==> src/rtl/dynamixel_status_parser_if.sv <==
// Byte-stream input and decoded status-packet outputs of the Dynamixel status parser.
// The byte source drives the master side; the parser is the slave.
interface dynamixel_status_parser_if #(
  parameter int MAX_PARAMS = 4
);
  logic                    rx_valid;
  logic [7:0]              rx_data;
  logic [7:0]              expected_id;
  logic                    pkt_valid;
  logic [7:0]              pkt_id;
  logic [7:0]              pkt_error;
  logic [3:0]              pkt_nparams;
  logic [8*MAX_PARAMS-1:0] pkt_params;
  logic                    chk_err;
  logic                    len_err;
  logic                    id_err;
  logic                    timeout_err;
  logic                    busy;

  modport master (
    output rx_valid, rx_data, expected_id,
    input  pkt_valid, pkt_id, pkt_error, pkt_nparams, pkt_params,
    input  chk_err, len_err, id_err, timeout_err, busy
  );

  modport slave (
    input  rx_valid, rx_data, expected_id,
    output pkt_valid, pkt_id, pkt_error, pkt_nparams, pkt_params,
    output chk_err, len_err, id_err, timeout_err, busy
  );
endinterface

==> src/rtl/dynamixel_status_parser.sv <==
// Protocol 1.0 status-packet parser (FF FF ID LEN ERR P0..Pn-1 CHK).
// Latches good packets and raises one-cycle error pulses; includes an inter-byte timeout.
module dynamixel_status_parser #(
  parameter int MAX_PARAMS     = 4,
  parameter int TIMEOUT_CYCLES = 50000
) (
  input logic                     clk,
  input logic                     reset,
  dynamixel_status_parser_if.slave bus
);
  localparam int              TW       = (TIMEOUT_CYCLES > 2) ? $clog2(TIMEOUT_CYCLES) : 1;
  localparam logic [TW-1:0]   TMO_LAST = TW'(TIMEOUT_CYCLES - 2);
  localparam logic [7:0]      LEN_MAX  = 8'(MAX_PARAMS + 2);

  typedef enum logic [2:0] {S_IDLE, S_HDR2, S_ID, S_LEN, S_ERR, S_PARAM, S_CHK} state_t;

  state_t                  state, state_n;
  logic [7:0]              sum, id_q, err_q, len_q;
  logic [3:0]              cnt;
  logic [8*MAX_PARAMS-1:0] pbuf;
  logic [TW-1:0]           tmr;
  logic                    clr_pkt, add_sum, st_id, st_len, st_err, st_param;
  logic                    go_pkt, go_chk, go_len, go_id, go_tmo;
  logic                    tmo_hit, id_ok;

  // Fires on the edge where the idle counter would reach TIMEOUT_CYCLES-1; a byte always wins.
  assign tmo_hit   = (state != S_IDLE) && !bus.rx_valid && (tmr == TMO_LAST);
  assign id_ok     = (id_q == bus.expected_id) || (bus.expected_id == 8'hFE);
  assign bus.busy  = (state != S_IDLE);

  always_ff @(posedge clk or posedge reset) begin
    if (reset) state <= S_IDLE;
    else       state <= state_n;
  end

  always_comb begin
    state_n  = state;
    clr_pkt  = 1'b0;
    add_sum  = 1'b0;
    st_id    = 1'b0;
    st_len   = 1'b0;
    st_err   = 1'b0;
    st_param = 1'b0;
    go_pkt   = 1'b0;
    go_chk   = 1'b0;
    go_len   = 1'b0;
    go_id    = 1'b0;
    go_tmo   = 1'b0;
    if (bus.rx_valid) begin
      case (state)
        S_IDLE: if (bus.rx_data == 8'hFF) state_n = S_HDR2;
        S_HDR2: begin
          if (bus.rx_data == 8'hFF) begin
            state_n = S_ID;
            clr_pkt = 1'b1;
          end else begin
            state_n = S_IDLE;
          end
        end
        S_ID: begin
          if (bus.rx_data == 8'hFF) begin
            clr_pkt = 1'b1;
          end else begin
            st_id   = 1'b1;
            add_sum = 1'b1;
            state_n = S_LEN;
          end
        end
        S_LEN: begin
          if ((bus.rx_data >= 8'd2) && (bus.rx_data <= LEN_MAX)) begin
            st_len  = 1'b1;
            add_sum = 1'b1;
            state_n = S_ERR;
          end else begin
            go_len  = 1'b1;
            state_n = S_IDLE;
          end
        end
        S_ERR: begin
          st_err  = 1'b1;
          add_sum = 1'b1;
          state_n = (len_q == 8'd2) ? S_CHK : S_PARAM;
        end
        S_PARAM: begin
          st_param = 1'b1;
          add_sum  = 1'b1;
          if ({4'd0, cnt} == (len_q - 8'd3)) state_n = S_CHK;
        end
        S_CHK: begin
          // Checksum is judged before the ID so a corrupted ID byte reports as chk_err.
          if (bus.rx_data != ~sum) go_chk = 1'b1;
          else if (!id_ok)         go_id  = 1'b1;
          else                     go_pkt = 1'b1;
          state_n = S_IDLE;
        end
        default: state_n = S_IDLE;
      endcase
    end else if (tmo_hit) begin
      go_tmo  = 1'b1;
      state_n = S_IDLE;
    end
  end

  always_ff @(posedge clk or posedge reset) begin
    if (reset) begin
      sum             <= '0;
      id_q            <= '0;
      err_q           <= '0;
      len_q           <= '0;
      cnt             <= '0;
      pbuf            <= '0;
      tmr             <= '0;
      bus.pkt_valid   <= 1'b0;
      bus.chk_err     <= 1'b0;
      bus.len_err     <= 1'b0;
      bus.id_err      <= 1'b0;
      bus.timeout_err <= 1'b0;
      bus.pkt_id      <= '0;
      bus.pkt_error   <= '0;
      bus.pkt_nparams <= '0;
      bus.pkt_params  <= '0;
    end else begin
      bus.pkt_valid   <= go_pkt;
      bus.chk_err     <= go_chk;
      bus.len_err     <= go_len;
      bus.id_err      <= go_id;
      bus.timeout_err <= go_tmo;

      if (bus.rx_valid || (state == S_IDLE) || tmo_hit) tmr <= '0;
      else                                              tmr <= tmr + 1'b1;

      // Clearing the parameter buffer at packet start leaves unused bytes zero on accept.
      if (clr_pkt) begin
        sum  <= '0;
        pbuf <= '0;
      end
      if (add_sum) sum <= sum + bus.rx_data;
      if (st_id)   id_q <= bus.rx_data;
      if (st_len)  len_q <= bus.rx_data;
      if (st_err) begin
        err_q <= bus.rx_data;
        cnt   <= '0;
      end
      if (st_param) begin
        for (int k = 0; k < MAX_PARAMS; k++)
          if (cnt == 4'(k)) pbuf[k*8 +: 8] <= bus.rx_data;
        cnt <= cnt + 4'd1;
      end
      if (go_pkt) begin
        bus.pkt_id      <= id_q;
        bus.pkt_error   <= err_q;
        bus.pkt_nparams <= len_q[3:0] - 4'd2;
        bus.pkt_params  <= pbuf;
      end
    end
  end
endmodule

==> src/flat_wrapper.sv <==
// flat-port wrapper written by rule: the top's interface ports become plain ports
module dynamixel_status_parser_flat 
#(
  parameter int MAX_PARAMS     = 4,
  parameter int TIMEOUT_CYCLES = 50000
)
  (clk, reset, bus_rx_valid, bus_rx_data, bus_expected_id, bus_pkt_valid, bus_pkt_id, bus_pkt_error, bus_pkt_nparams, bus_pkt_params, bus_chk_err, bus_len_err, bus_id_err, bus_timeout_err, bus_busy);
  dynamixel_status_parser_if #(.MAX_PARAMS(MAX_PARAMS)) bus_i ();
  input logic clk;
  input logic reset;
  input wire logic [$bits(bus_i.rx_valid)-1:0] bus_rx_valid;
  input wire logic [$bits(bus_i.rx_data)-1:0] bus_rx_data;
  input wire logic [$bits(bus_i.expected_id)-1:0] bus_expected_id;
  output wire logic [$bits(bus_i.pkt_valid)-1:0] bus_pkt_valid;
  output wire logic [$bits(bus_i.pkt_id)-1:0] bus_pkt_id;
  output wire logic [$bits(bus_i.pkt_error)-1:0] bus_pkt_error;
  output wire logic [$bits(bus_i.pkt_nparams)-1:0] bus_pkt_nparams;
  output wire logic [$bits(bus_i.pkt_params)-1:0] bus_pkt_params;
  output wire logic [$bits(bus_i.chk_err)-1:0] bus_chk_err;
  output wire logic [$bits(bus_i.len_err)-1:0] bus_len_err;
  output wire logic [$bits(bus_i.id_err)-1:0] bus_id_err;
  output wire logic [$bits(bus_i.timeout_err)-1:0] bus_timeout_err;
  output wire logic [$bits(bus_i.busy)-1:0] bus_busy;
  assign bus_i.rx_valid = bus_rx_valid;
  assign bus_i.rx_data = bus_rx_data;
  assign bus_i.expected_id = bus_expected_id;
  assign bus_pkt_valid = bus_i.pkt_valid;
  assign bus_pkt_id = bus_i.pkt_id;
  assign bus_pkt_error = bus_i.pkt_error;
  assign bus_pkt_nparams = bus_i.pkt_nparams;
  assign bus_pkt_params = bus_i.pkt_params;
  assign bus_chk_err = bus_i.chk_err;
  assign bus_len_err = bus_i.len_err;
  assign bus_id_err = bus_i.id_err;
  assign bus_timeout_err = bus_i.timeout_err;
  assign bus_busy = bus_i.busy;
  dynamixel_status_parser #(.MAX_PARAMS(MAX_PARAMS), .TIMEOUT_CYCLES(TIMEOUT_CYCLES)) u_core (.clk(clk), .reset(reset), .bus(bus_i));
endmodule
==> config.mk <==
export PLATFORM = sky130hd
export DESIGN_NAME = dynamixel_status_parser_flat
export DESIGN_NICKNAME = d
export VERILOG_FILES = /design/src/rtl/dynamixel_status_parser_if.sv /design/src/rtl/dynamixel_status_parser.sv /design/src/flat_wrapper.sv
export SDC_FILE = /design/constraint.sdc
export NUM_CORES = 1
export LEC_CHECK = 0
export ABC_AREA = 1
export CORE_AREA = 2 2 133 135
export DETAILED_ROUTE_END_ITERATION = 8
export DIE_AREA = 0 0 135 137
export HOLD_SLACK_MARGIN = 0.12
export PLACE_DENSITY = 0.6
export SLEW_MARGIN = 20
export SYNTH_ARGS = -nofsm -noshare
export SYNTH_HDL_FRONTEND = slang
export SYNTH_SLANG_ARGS = --single-unit
==> constraint.sdc <==
create_clock -name clk -period 6 [get_ports clk]
set_clock_uncertainty 0.15 [all_clocks]
set_input_delay 1.8 -clock clk [delete_from_list [all_inputs] [get_ports clk]]
set_output_delay 1.8 -clock clk [all_outputs]
set_load 0.005 [all_outputs]
==> impl_metrics.csv <==
group,metric,value,unit
outcome,status,"completed",
setup_path,path_class,"in -> reg",
grt,overflow,0,
yosys,ys_seq_elements,144,
sta,max_freq,242,MHz
clocking,cts_tree,"built",
routing,drt_pass1_iterations,6,
sta,timing.setup.tns,0,ns
cells_and_area,nets,909,
yosys,async_flop_share,100,%
place,place.gp.congestion,0.901,
floorplanning,ios,77,
grt,antenna_found_initial,1,
cells_and_area,num_antenna_cells,0,
clocking,clock-sinks,144,
clocking,hold_buffers,0,
sta,finalSetupViolCount,0,
setup_path,startpoint_type,"input port",
place,port_buffers,76,
clocking,post_cts_resized,0,
routing,ant_nets,0,
yosys,synth_nets,833,
yosys,ys_types,37,
yosys,ys_warn_count,0,
floorplanning,std_cell_rows,48,
power_and_ir_drop,power,2.80,mW
cells_and_area,layout.cells.non_filler,1110,
routing,initialDrtViolationCount,277,
grt,grt_pass1_vias,4960,
sta,rsz0062_at_grt,"no",
grt,track_usage,18.0,%
clocking,clk_pin_slew,0.06,ns
setup_path,end_kind,"register",
worst_hold_path,hold_path.class,"reg -> reg",
floorplanning,die_x,135,um
sta,worst_pin_slew,0.900,ns
yosys,syn_area,6720,sq um
routing,drc,0,
clocking,root_buffer,"clkbuf_16",
yosys,synth_edf_count,0,
sta,final_hold_viol_count,0,
routing,route.vias.total,5314,
yosys,syn_inst,796,
sta,min_period_over_period,68.9,%
power_and_ir_drop,powerDensity,340,nW/um^2
grt,grt_pass1_wl,25700,um
yosys,postSynthAreaPerCell,8.44,sq um
yosys,ys_seq_area_share,53.7,%
floorplanning,start_util,39.4,%
routing,drt-vias-per-instance,4.79,
clocking,insertion_delay,0.42,ns
cells_and_area,layout-drive-gt1-share,6.33,%
power_and_ir_drop,ir_drop,0.232,mV
place,hpwl,10600,um
place,dp_cells,1078,
floorplanning,core,17100,sq um
clocking,htree_levels,4,
sta,drv_slew,0,
sta,maxSlewHeadroom,40.0,%
clocking,cts_buffer_depth,2,
setup_path,cp.required,6.21,ns
sta,period_needed,4.14,ns
flow_run,drv_cap,0,
cells_and_area,area_growth,22.7,%
yosys,synth_ff_type,"dfrtp_1",
setup_path,cp.arrival,4.34,ns
routing,wl,15600,um
floorplanning,die_h,137,um
floorplanning,die_area,18500,sq um
grt,grt_max_degree,102,
clocking,cts_buffers,17,
setup_path,cp_max_fo,39,
clocking,postCtsSetupRepairBufs,0,
routing,wl_per_cell,14.0,um
power_and_ir_drop,p_leak,4.07,nW
==> worst max-delay path: stages <==
cell	delay, ns
clkdlybuf4s50_1	0.56
ha_1	0.40
nand2_1	0.06
nor2_1	0.10
nand4_1	0.15
nor2_1	0.15
nand2_2	0.43
inv_4	0.50
nand2_1	0.10
nand2_1	0.08
==> registers in the layout (all words and copies together) (netlist names), 3 cells and up <==
signal and count:
u_core.bus.pkt_params 32, u_core.pbuf 32, u_core.id_q 8, u_core.cnt 4, u_core.bus.pkt_id 8, u_core.tmr 16
u_core.len_q 8, u_core.sum 8, u_core.bus.pkt_nparams 4, u_core.bus.pkt_error 8, u_core.err_q 8, u_core.state 3
==> cells in the mapped netlist (all sizes together), types with 3 or more instances <==
cell type	count	share of area [%]
nand3	83	6.6
dfrtp	144	54
nand2	254	14
inv	89	5.0
o21ai	78	5.9
clkbuf	3	0.19
ha	17	3.2
nor2	42	2.6
xor2	6	0.78
nand4	15	1.4
nor3	11	1.1
a21oi	14	1.0
xnor2	5	0.65
buf	20	2.0
or2	3	0.28
==> final timing paths <==
kind	start	endpoint	slack [ns]	depth (start not counted)
max in group asynchronous	reset	u_core.tmr[11]	3.03	3
min reg2reg	u_core.tmr[15]	u_core.tmr[15]	0.31	1
min in group asynchronous	reset	u_core.bus.pkt_id[3]	1.77	2
min	u_core.tmr[15]	u_core.tmr[15]	0.31	1
max reg2reg	u_core.sum[5]	u_core.bus.pkt_params[21]	3.36	9
max	bus_rx_data[1]	u_core.bus.pkt_params[21]	1.86	10
==> cells in the final DEF, fill, tap and decap left out, drive strengths merged <==
master / Yosys / final
nand3b: 2 / 2
a21o: 1 / 1
o21a: 1 / 1
clkinvlp: 0 / 4
dfrtp: 144 / 144
clkbuf: 3 / 19
xnor2: 5 / 5
nand2: 254 / 254
nor4: 2 / 2
bufinv: 0 / 2
a21oi: 14 / 14
nand4: 15 / 15
nor2: 42 / 42
buf: 20 / 4
ha: 17 / 17
inv: 89 / 94
o31ai: 2 / 2
clkinv: 0 / 2
fa: 1 / 1
or2: 3 / 3
o21bai: 1 / 1
nor3: 11 / 11
and2: 1 / 1
clkdlybuf4s50: 0 / 76
xor2: 6 / 6
nand3: 83 / 83
o211ai: 1 / 1
o21ai: 78 / 78
==> layer usage <==
layer	track usage, %	share of wire [%]	up-vias
li1	-	-	2718
met1	25.3	49	2447
met2	27.2	44	130
met3	4.19	5.8	17
met4	6.42	1.2	2
met5	0	0.083	-
==> where the power goes <==
| part | switching [mW] | leakage (nW) | internal, mW |
|---|---|---|---|
| Sequential | 0.0929 | 1.96 | 1.11 |
| Clock | 0.428 | 0.279 | 0.630 |
| Combinational | 0.333 | 1.83 | 0.208 |
| Total | 0.853 | 4.07 | 1.95 |
==> final cells by class <==
class | count | area, sq um
fill | 1650 | 8810
sequential | 144 | 3600
multi-input combinational | 540 | 2630
timing repair buffer | 80 | 791
clock buffer | 19 | 443
inverter | 89 | 342
tap | 225 | 282
clock inverter | 13 | 150
==> logic make-up after synthesis <==
family | Yosys count | synth area share (%)
xor gates and xnor gates | 11 | 1.43
and+or+nand+nor | 413 | 26.7
adders and majority gates | 18 | 3.46
buffers and inverters | 112 | 7.15
DFF | 144 | 53.7
AOI/OAI and AO/OA | 98 | 7.58
==> metrics by stage <==
step	setup slack (ns)	util [%]	hold slack [ns]	instance area [sq um]
5_1_grt	1.56	48.3	0.336	8240
2_1_floorplan	0.184	-	0.283	6720
3_3_place_gp	1.49	44.9	0.300	7650
3_5_place_dp	1.39	44.9	0.303	7650
6_report	1.86	48.3	0.313	8240
4_1_cts	1.83	48.3	0.314	8240
Power figures use the tool's default switching activity.
